==> config.mk <==
export PLATFORM = sky130hd
export DESIGN_NAME = pipe_hazard_ctrl
export DESIGN_NICKNAME = d
export VERILOG_FILES = /design/src/rtl/pipe_hazard_ctrl.sv
export SDC_FILE = /design/constraint.sdc
export NUM_CORES = 1
export LEC_CHECK = 0
export CAP_MARGIN = 20
export CELL_PAD_IN_SITES_DETAIL_PLACEMENT = 0
export CELL_PAD_IN_SITES_GLOBAL_PLACEMENT = 1
export CORE_MARGIN = 10
export CORE_UTILIZATION = 40
export DETAILED_ROUTE_END_ITERATION = 8
export GPL_ROUTABILITY_DRIVEN = 0
export GPL_TIMING_DRIVEN = 0
export PLACE_DENSITY = 0.95
export RECOVER_POWER = 50
export SLEW_MARGIN = 20
export SYNTH_ARGS = -nofsm -noshare
export SYNTH_HDL_FRONTEND = slang
export SYNTH_SLANG_ARGS = --single-unit
==> constraint.sdc <==
create_clock -name clk -period 3.33 [get_ports clk]
set_input_delay 0.333 -clock clk [delete_from_list [all_inputs] [get_ports clk]]
set_output_delay 0.333 -clock clk [all_outputs]
set_load 0.03 [all_outputs]
==> src/rtl/pipe_hazard_ctrl.sv <==
// Stall/flush sequencer for the 5-stage RV32I pipeline.
// Handles load-use hazards, branch flushes, memory waits and debug drain/halt.
//
// Ports:
//   clk, rst_n           clock, async active-low reset
//   id_rs1/2, *_used     ID source registers and whether they are read
//   ex_rd, ex_mem_read   EX destination and load flag
//   ex_br_taken          EX redirects the PC this cycle
//   mem_req, mem_ready   MEM access valid / completing
//   halt_req, resume     debug halt level and resume pulse
//   stall_*, flush_*     combinational pipeline controls
//   halted, mem_err      registered status
//   stall_cnt            saturating count of cycles with stall_if=1
module pipe_hazard_ctrl #(
    parameter int DRAIN_CYC = 4,
    parameter int TIMEOUT   = 255,
    parameter int CNT_W     = 32
) (
    input  logic             clk,
    input  logic             rst_n,
    input  logic [4:0]       id_rs1,
    input  logic [4:0]       id_rs2,
    input  logic             id_rs1_used,
    input  logic             id_rs2_used,
    input  logic [4:0]       ex_rd,
    input  logic             ex_mem_read,
    input  logic             ex_br_taken,
    input  logic             mem_req,
    input  logic             mem_ready,
    input  logic             halt_req,
    input  logic             resume,
    output logic             stall_if,
    output logic             stall_id,
    output logic             stall_ex,
    output logic             stall_mem,
    output logic             flush_id,
    output logic             flush_ex,
    output logic             flush_wb,
    output logic             halted,
    output logic             mem_err,
    output logic [CNT_W-1:0] stall_cnt
);

    localparam int DW = (DRAIN_CYC > 1) ? $clog2(DRAIN_CYC) : 1;
    localparam int TW = (TIMEOUT > 1) ? $clog2(TIMEOUT) : 1;

    typedef enum logic [1:0] {
        S_RUN,
        S_MEM_WAIT,
        S_DRAIN,
        S_HALTED
    } state_e;

    state_e           state_q, state_d;
    logic [DW-1:0]    drain_q, drain_d;
    logic [TW-1:0]    tmo_q, tmo_d;
    logic             halted_q, halted_d;
    logic             mem_err_q, mem_err_d;
    logic [CNT_W-1:0] stall_cnt_q, stall_cnt_d;

    logic mwait;
    logic load_use;
    logic tmo_hit;

    assign mwait    = mem_req & ~mem_ready;
    assign load_use = ex_mem_read && (ex_rd != 5'd0) &&
                      ((id_rs1_used && (id_rs1 == ex_rd)) ||
                       (id_rs2_used && (id_rs2 == ex_rd)));
    assign tmo_hit  = mwait && (tmo_q == TW'(TIMEOUT - 1));

    always_ff @(posedge clk or negedge rst_n) begin
        if (!rst_n) begin
            state_q     <= S_RUN;
            drain_q     <= '0;
            tmo_q       <= '0;
            halted_q    <= 1'b0;
            mem_err_q   <= 1'b0;
            stall_cnt_q <= '0;
        end else begin
            state_q     <= state_d;
            drain_q     <= drain_d;
            tmo_q       <= tmo_d;
            halted_q    <= halted_d;
            mem_err_q   <= mem_err_d;
            stall_cnt_q <= stall_cnt_d;
        end
    end

    always_comb begin
        state_d   = state_q;
        drain_d   = drain_q;
        tmo_d     = tmo_q;
        mem_err_d = 1'b0;
        // Counts consecutive wait cycles, including the first one seen in RUN.
        if (state_q != S_HALTED) begin
            tmo_d = mwait ? tmo_q + 1'b1 : '0;
        end
        unique case (state_q)
            S_RUN: begin
                if (mwait) begin
                    state_d = S_MEM_WAIT;
                end else if (halt_req) begin
                    state_d = S_DRAIN;
                    drain_d = DW'(DRAIN_CYC - 1);
                end
            end
            S_MEM_WAIT: begin
                if (!mwait) begin
                    state_d = halt_req ? S_DRAIN : S_RUN;
                    drain_d = DW'(DRAIN_CYC - 1);
                end
            end
            S_DRAIN: begin
                if (!mwait) begin
                    if (drain_q == '0) begin
                        state_d = S_HALTED;
                    end else begin
                        drain_d = drain_q - 1'b1;
                    end
                end
            end
            S_HALTED: begin
                if (resume && !halt_req) begin
                    state_d = S_RUN;
                end
            end
            default: state_d = S_RUN;
        endcase
        if (state_q != S_HALTED && tmo_hit) begin
            state_d   = S_HALTED;
            tmo_d     = '0;
            drain_d   = '0;
            mem_err_d = 1'b1;
        end
        halted_d = (state_d == S_HALTED);
    end

    always_comb begin
        stall_if  = 1'b0;
        stall_id  = 1'b0;
        stall_ex  = 1'b0;
        stall_mem = 1'b0;
        flush_id  = 1'b0;
        flush_ex  = 1'b0;
        flush_wb  = 1'b0;
        if (!rst_n) begin
            stall_if = 1'b0;
        end else if (state_q == S_HALTED) begin
            stall_if  = 1'b1;
            stall_id  = 1'b1;
            stall_ex  = 1'b1;
            stall_mem = 1'b1;
        end else if (mwait) begin
            // Bubble into WB while MEM is frozen; redirects wait.
            stall_if  = 1'b1;
            stall_id  = 1'b1;
            stall_ex  = 1'b1;
            stall_mem = 1'b1;
            flush_wb  = 1'b1;
        end else if (ex_br_taken) begin
            flush_id = 1'b1;
            flush_ex = 1'b1;
        end else if (load_use) begin
            stall_if = 1'b1;
            stall_id = 1'b1;
            flush_ex = 1'b1;
        end else if (state_q == S_DRAIN) begin
            stall_if = 1'b1;
            flush_id = 1'b1;
        end
    end

    always_comb begin
        stall_cnt_d = stall_cnt_q;
        if (stall_if && (stall_cnt_q != '1)) begin
            stall_cnt_d = stall_cnt_q + 1'b1;
        end
    end

    assign halted    = halted_q;
    assign mem_err   = mem_err_q;
    assign stall_cnt = stall_cnt_q;

endmodule

Word-level counts from Yosys, hierarchy flattened
Index checks and enable logic that the tools add are counted.
{"block": "word_totals", "reg_bits": 46, "word_cells": 86, "output_inout_bits": 41, "in_bits": 25}
{"block": "op_classes", "reduce_logical": 16, "n_mux": 45, "n_eq_ne": 14, "add_sub_neg": 3, "bitwise_logic": 2}
{"operator": "adder 32 x 1 -> 32 bit (second input constant)", "count": 1}
{"operator": "inequality test 32 bit (second input constant)", "count": 1}
{"operator": "2-to-1 mux 2 bit", "count": 14}
{"operator": "2-to-1 mux 1 bit", "count": 26}
{"operator": "2-to-1 mux 8 bit", "count": 3}
{"operator": "inequality test 3 bit (second input constant)", "count": 5}
{"operator": "== test 5 bit", "count": 2}
{"operator": "adder 8 x 1 -> 8 bit (second input constant)", "count": 1}
{"operator": "== test 8 bit (second input constant)", "count": 1}
{"operator": "logical AND 1 bit", "count": 8}
{"operator": "one-hot mux 2 bit (4 select lines)", "count": 1}
{"operator": "== test 2 bit (second input constant)", "count": 3}
{"operator": "one-hot mux 2 bit (3 select lines)", "count": 1}
{"operator": "AND reduction 6 bit", "count": 1}
{"operator": "nonzero test 5 bit", "count": 1}
{"operator": "logical NOT 2 bit", "count": 2}
{"operator": "nonzero test 4 bit", "count": 1}
{"operator": "== test 2 x 1 -> 1 bit (second input constant)", "count": 1}
{"operator": "inequality test 2 bit (second input constant)", "count": 1}
{"operator": "nonzero test 2 bit", "count": 1}
{"operator": "subtractor 2 x 1 -> 2 bit (second input constant)", "count": 1}
{"operator": "bitwise AND 1 bit", "count": 1}
{"operator": "logical NOT 1 bit", "count": 1}
{"operator": "logical OR 1 bit", "count": 1}
{"operator": "inverter 1 bit", "count": 1}

Depth between registers and ports, before layout
{"block": "depth", "word_depth": 10, "ltp_mapped": 8, "mapped_depth_nobuf": 7}

Least setup slack after synthesis
No wires, ideal clock.
{"block": "synth_path", "kind": "flip-flop to flip-flop", "startpoint": "reg stall_cnt_q[0] (netlist: stall_cnt[0])", "endpoint": "reg stall_cnt_q[4] (netlist: stall_cnt[4])", "setup_time_ps": 138, "path_buffers": 0, "stages_incl_launch_ff": 8, "required_ps": 3192, "arrival_time_ps": 2053, "setup_slack_ps": 1139, "period_less_slack_ps": 2191, "cell_sequence": "dfrtp_1 > ha_1 > nand4_1 > nor4_4 > and4b_1 > nor3_4 > and3_1 > xor2_1"}
{"block": "synth_between", "elab_chain_cells": 2, "word_cells_on_any_way": 3, "cone_classes": "add/sub: 1; eq/ne: 1; reduce/logical: 1"}
{"item": "start, declared", "line": "59", "rtl": "logic [CNT_W-1:0] stall_cnt_q, stall_cnt_d;"}
{"item": "start signal, assigned", "line": "85", "rtl": "stall_cnt_q <= stall_cnt_d;"}
{"item": "branches (longest 2 deep; another with adder 32 x 1 -> 32 bit)"}
Several ways; the timed one is not identified.
A chain may end at the register's enable or synchronous reset.

Worst setup path after layout
{"block": "layout_path", "startpoint": "in ex_rd[2]", "endpoint": "out stall_if"}
{"block": "layout_between", "elab_chain_cells": 9, "word_cells_on_any_way": 13, "cone_classes": "eq/ne: 2; mux: 5; reduce/logical: 6"}
{"item": "start, declared", "line": "25", "rtl": "input logic [4:0] ex_rd,"}
{"item": "== test 5 bit (on tied branches)", "line": "67, 68"}
{"item": "logical AND 1 bit (on tied branches)", "line": "67, 68"}
{"item": "logical OR 1 bit", "line": "67", "rtl": "((id_rs1_used && (id_rs1 == ex_rd)) ||"}
{"item": "logical AND 1 bit (*)", "line": "66", "rtl": "assign load_use = ex_mem_read && (ex_rd != 5'd0) &&"}
{"item": "2-to-1 mux 1 bit (*)", "line": "163", "rtl": "end else if (load_use) begin"}
{"item": "2-to-1 mux 1 bit (*)", "line": "160", "rtl": "end else if (ex_br_taken) begin"}
{"item": "2-to-1 mux 1 bit (*)", "line": "153", "rtl": "end else if (mwait) begin"}
{"item": "2-to-1 mux 1 bit (*)", "line": "148", "rtl": "end else if (state_q == S_HALTED) begin"}
{"item": "2-to-1 mux 1 bit (*)", "line": "146", "rtl": "if (!rst_n) begin"}
{"item": "end, declared", "line": "32", "rtl": "output logic stall_if,"}
Every way passes the cells marked *; elsewhere a longest branch is shown, timed or not.

==> results.md <==
* WL/cell at between 15 and 20 µm
* Core area at roughly 6300 µm²
* Synthesized area at between 2000 and 3000 µm²
* GR Layer Usage met3 at 5.63%
* Hold buffers post-CTS at 0
* Max incr delay on CP at roughly 0.7 ns
* Sw frac at a little over a third
* GR Layer Usage met2 at 21.3%
* Cell area power density at roughly 470 nW/µm²
* Total power at about 1.6 mW
* Static leakage at about 1.5 nW
* CP top delay family: buffers and inverters
* Worst-path clk slew at 0.10 ns
* Fraction of layout cells with a size suffix above 1 at a little under an eighth
* Top-area cell type share of the netlist area at 44.6%
* R2R Path End: stall_cnt[9]
* Distinct cell type count after synthesis at 50
* Slew of the pin with the lowest slew margin at between 0.6 and 0.7 ns
* Seq/Total Area, Yosys at between 40 and 50%
* Reg2Reg Depth at 8
* Initial antenna violation count at 0
* Async set-reset flop share out of synthesis at 100%
* Fin. max-slew vios at 0
* WP data required at about 3.0 ns
* GRT met1 Usage at between 10% and 20%
* Worst Hold Class: in -> async
* Die width at 100 µm
* Reg2reg setup slack at ~1.0 ns
* CTS resizes at 0
* Post-DP HPWL at approximately 4700 µm
* Area grow syn2layout at 32.5%
* EDFF count, synth at 0
* Bufs on Longest Clock Path at 2
* Pint at between 1 and 1.5 mW
* Vias per cell at between 5 and 6
* Final setup violation count at 0
* Post-CTS setup buffers at 0
* Slew HR at roughly 56%
* Full die area at 10100 µm²
* Crit path kind: in -> out
* Net Count, Synth at between 200 and 300
* Most frequent cells in the layout: clkdlybuf4s50_1 (53), dfrtp_1 (46), xnor2_1 (30), nand2_1 (20), nand4_1 (17)
* Flop pwr share at approximately 44%
* GRT busiest layer: met2
* Syn. warnings at 0
* IR drop worst, VDD at between 400 and 500 µV
* NetSw at just under 600 µW
* Cell accounting for the most synthesized area: dfrtp_1
* Cell Chain, Critical Path: clkdlybuf4s50_1 -> xor2_1 -> nor4_2 -> a22o_2 -> nand4_1 -> nand2_1 -> clkdlybuf4s50_1
* Total track usage at 12.8%
* Clock sinks at between 40 and 50
* Worst clock skew at between 0.009 and 0.01 ns
* Net count, final at 354
* Standard-cell row count at 29
* Combinational power share at between 30% and 40%
* Status: complete, no violations
* CTS buffer count at 5
* Root Buffer: clkbuf_8
* Final Hold Fails at 0
* FMAX at approximately 340 MHz
* R2r startpoint: stall_cnt[0]
* DR pass1 iterations at 4
* Crit-path slowest cell: clkdlybuf4s50_1
* Clock power frac at a little under a quarter
* H-tree depth at 2
* Max-Cap Viols at 0
* Vias in the first global route at ~2200
* Most used DFF post-synth: dfrtp_1
* Commonest non-fill, non-tap cell in the layout: clkdlybuf4s50_1
* Critical Path Most Common Cell: clkdlybuf4s50_1
* Setup TNS at 0 ns
* DRC at 0
* Via count at around 2100
* Period utilisation layout at between 80% and 90%
* Mean Syn Cell Area at about 10 µm²
* Worst hold slack at approximately 0.032 ns
* Fin crit period at ~2.9 ns
* Critical Path AT at ~2.6 ns
* RSZ-0062 raised after global routing: false
* N_diodes at 0
* Io pins at 66
* Grt ovf at 0
* Die height at around 100 µm
* Largest net degree at the start of global routing at between 50 and 60
* Cells after Synth at between 200 and 300
* Critical path buffer and inverter count at 2
* Ranking of synthesized cells by area: dfrtp_1 (45%), xnor2_1 (10%), xor2_1 (5.4%)
* Critical Path Start Type: input pin
* FF+latch count, synth at between 40 and 50
* I/O Buffers at 65
* First-pass GRT wire length at 10700 µm
* Worst Path Max Fanout at 3
* CP Capture Type: output port
* CTS tree: built
* Clock Latency Late Sink at about 0.31 ns
* Post-route ant nets at 0
* Final WL at between 6000 and 7000 µm
* 1st-iter DRT viols at 60
* Starting Density at approximately two fifths
-- worst register-to-register path, delay by kind of cell, from the launching register on --
family                     cells  cell delay [ns]
DFF                            1             0.42
and+or+nand+nor                5             1.25
buffers and inverters          1             0.20
adders and majority gates      1             0.23
xor gates and xnor gates       1             0.12
-- worst max-delay path by stage --
stage | startpoint | to | slack (ns) | depth (start not counted)
floorplan | stall_cnt[0] | stall_cnt[4] | 1.14 | 7
global placement | rst_n | stall_cnt[27] | -0.94 | 6
detailed placement | ex_rd[2] | stall_if | 0.41 | 7
CTS | ex_rd[2] | stall_if | 0.40 | 7
global route | ex_rd[2] | stall_if | 0.28 | 7
finish | ex_rd[2] | stall_if | 0.40 | 7
-- power by group through the flow --
stage          clock network [mW]  registers (mW)  logic, mW
3_3_place_gp                    0           0.699      0.537
6_report                    0.364           0.692      0.535
5_1_grt                     0.395           0.708      0.594
4_1_cts                     0.374           0.693      0.548
2_1_floorplan                   0           0.764      0.270
3_5_place_dp                    0           0.703      0.546
-- cell families (layout without fill, tap and decap cells) --
kind of cell | after synthesis | in the layout | synth area share, %
and+or+nand+nor | 111 | 111 | 26.7
xor gates and xnor gates | 46 | 46 | 15.6
DFF | 46 | 46 | 44.6
AOI/OAI and AO/OA | 24 | 24 | 6.30
buffers and inverters | 19 | 92 | 3.54
adders and majority gates | 4 | 4 | 1.94
muxes | 3 | 3 | 1.31
-- metrics by stage --
stage                     utilization, %  area (µm²)  cells  worst slack (ns)
after global placement              52.7        3330    395            -0.938
final                               54.2        3420    403             0.404
after CTS                           54.2        3420    403             0.405
after detailed placement            52.7        3330    395             0.409
after global routing                54.2        3420    403             0.279
after floorplan                        -        2580    253              1.14
-- state kept, by name, summed over array words and instances, names as in the netlist --
name	flops
stall_cnt	32
tmo_q	8
drain_q	2
state_q	2
halted	1
mem_err	1
-- metal layers --
layer,share of wire [%],up-vias
li1,-,1032
met1,42,1023
met2,49,48
met3,8.3,6
met4,0.94,0
met5,0,-
-- cell usage after synthesis (4+ instances only) --
| cell type | count |
|---|---|
| nor2_1 | 14 |
| ha_1 | 4 |
| xor2_1 | 16 |
| dfrtp_1 | 46 |
| a21oi_1 | 6 |
| nor4_1 | 4 |
| o21ai_0 | 5 |
| nand2_1 | 20 |
| and3_1 | 9 |
| nand4_1 | 17 |
| nand3_2 | 5 |
| nand3_1 | 14 |
| xnor2_1 | 30 |
| inv_1 | 12 |
-- layout make-up --
class | count | area (µm²)
well taps | 77 | 96.3
repair buffers | 65 | 648
clock inverters | 3 | 25.0
multi-input cells | 188 | 1340
clock buffers | 5 | 68.8
flip-flops and latches | 46 | 1150
plain buffers | 7 | 46.3
fillers | 583 | 2890
inverters | 12 | 45.0
(Power assumes the default switching activity.)
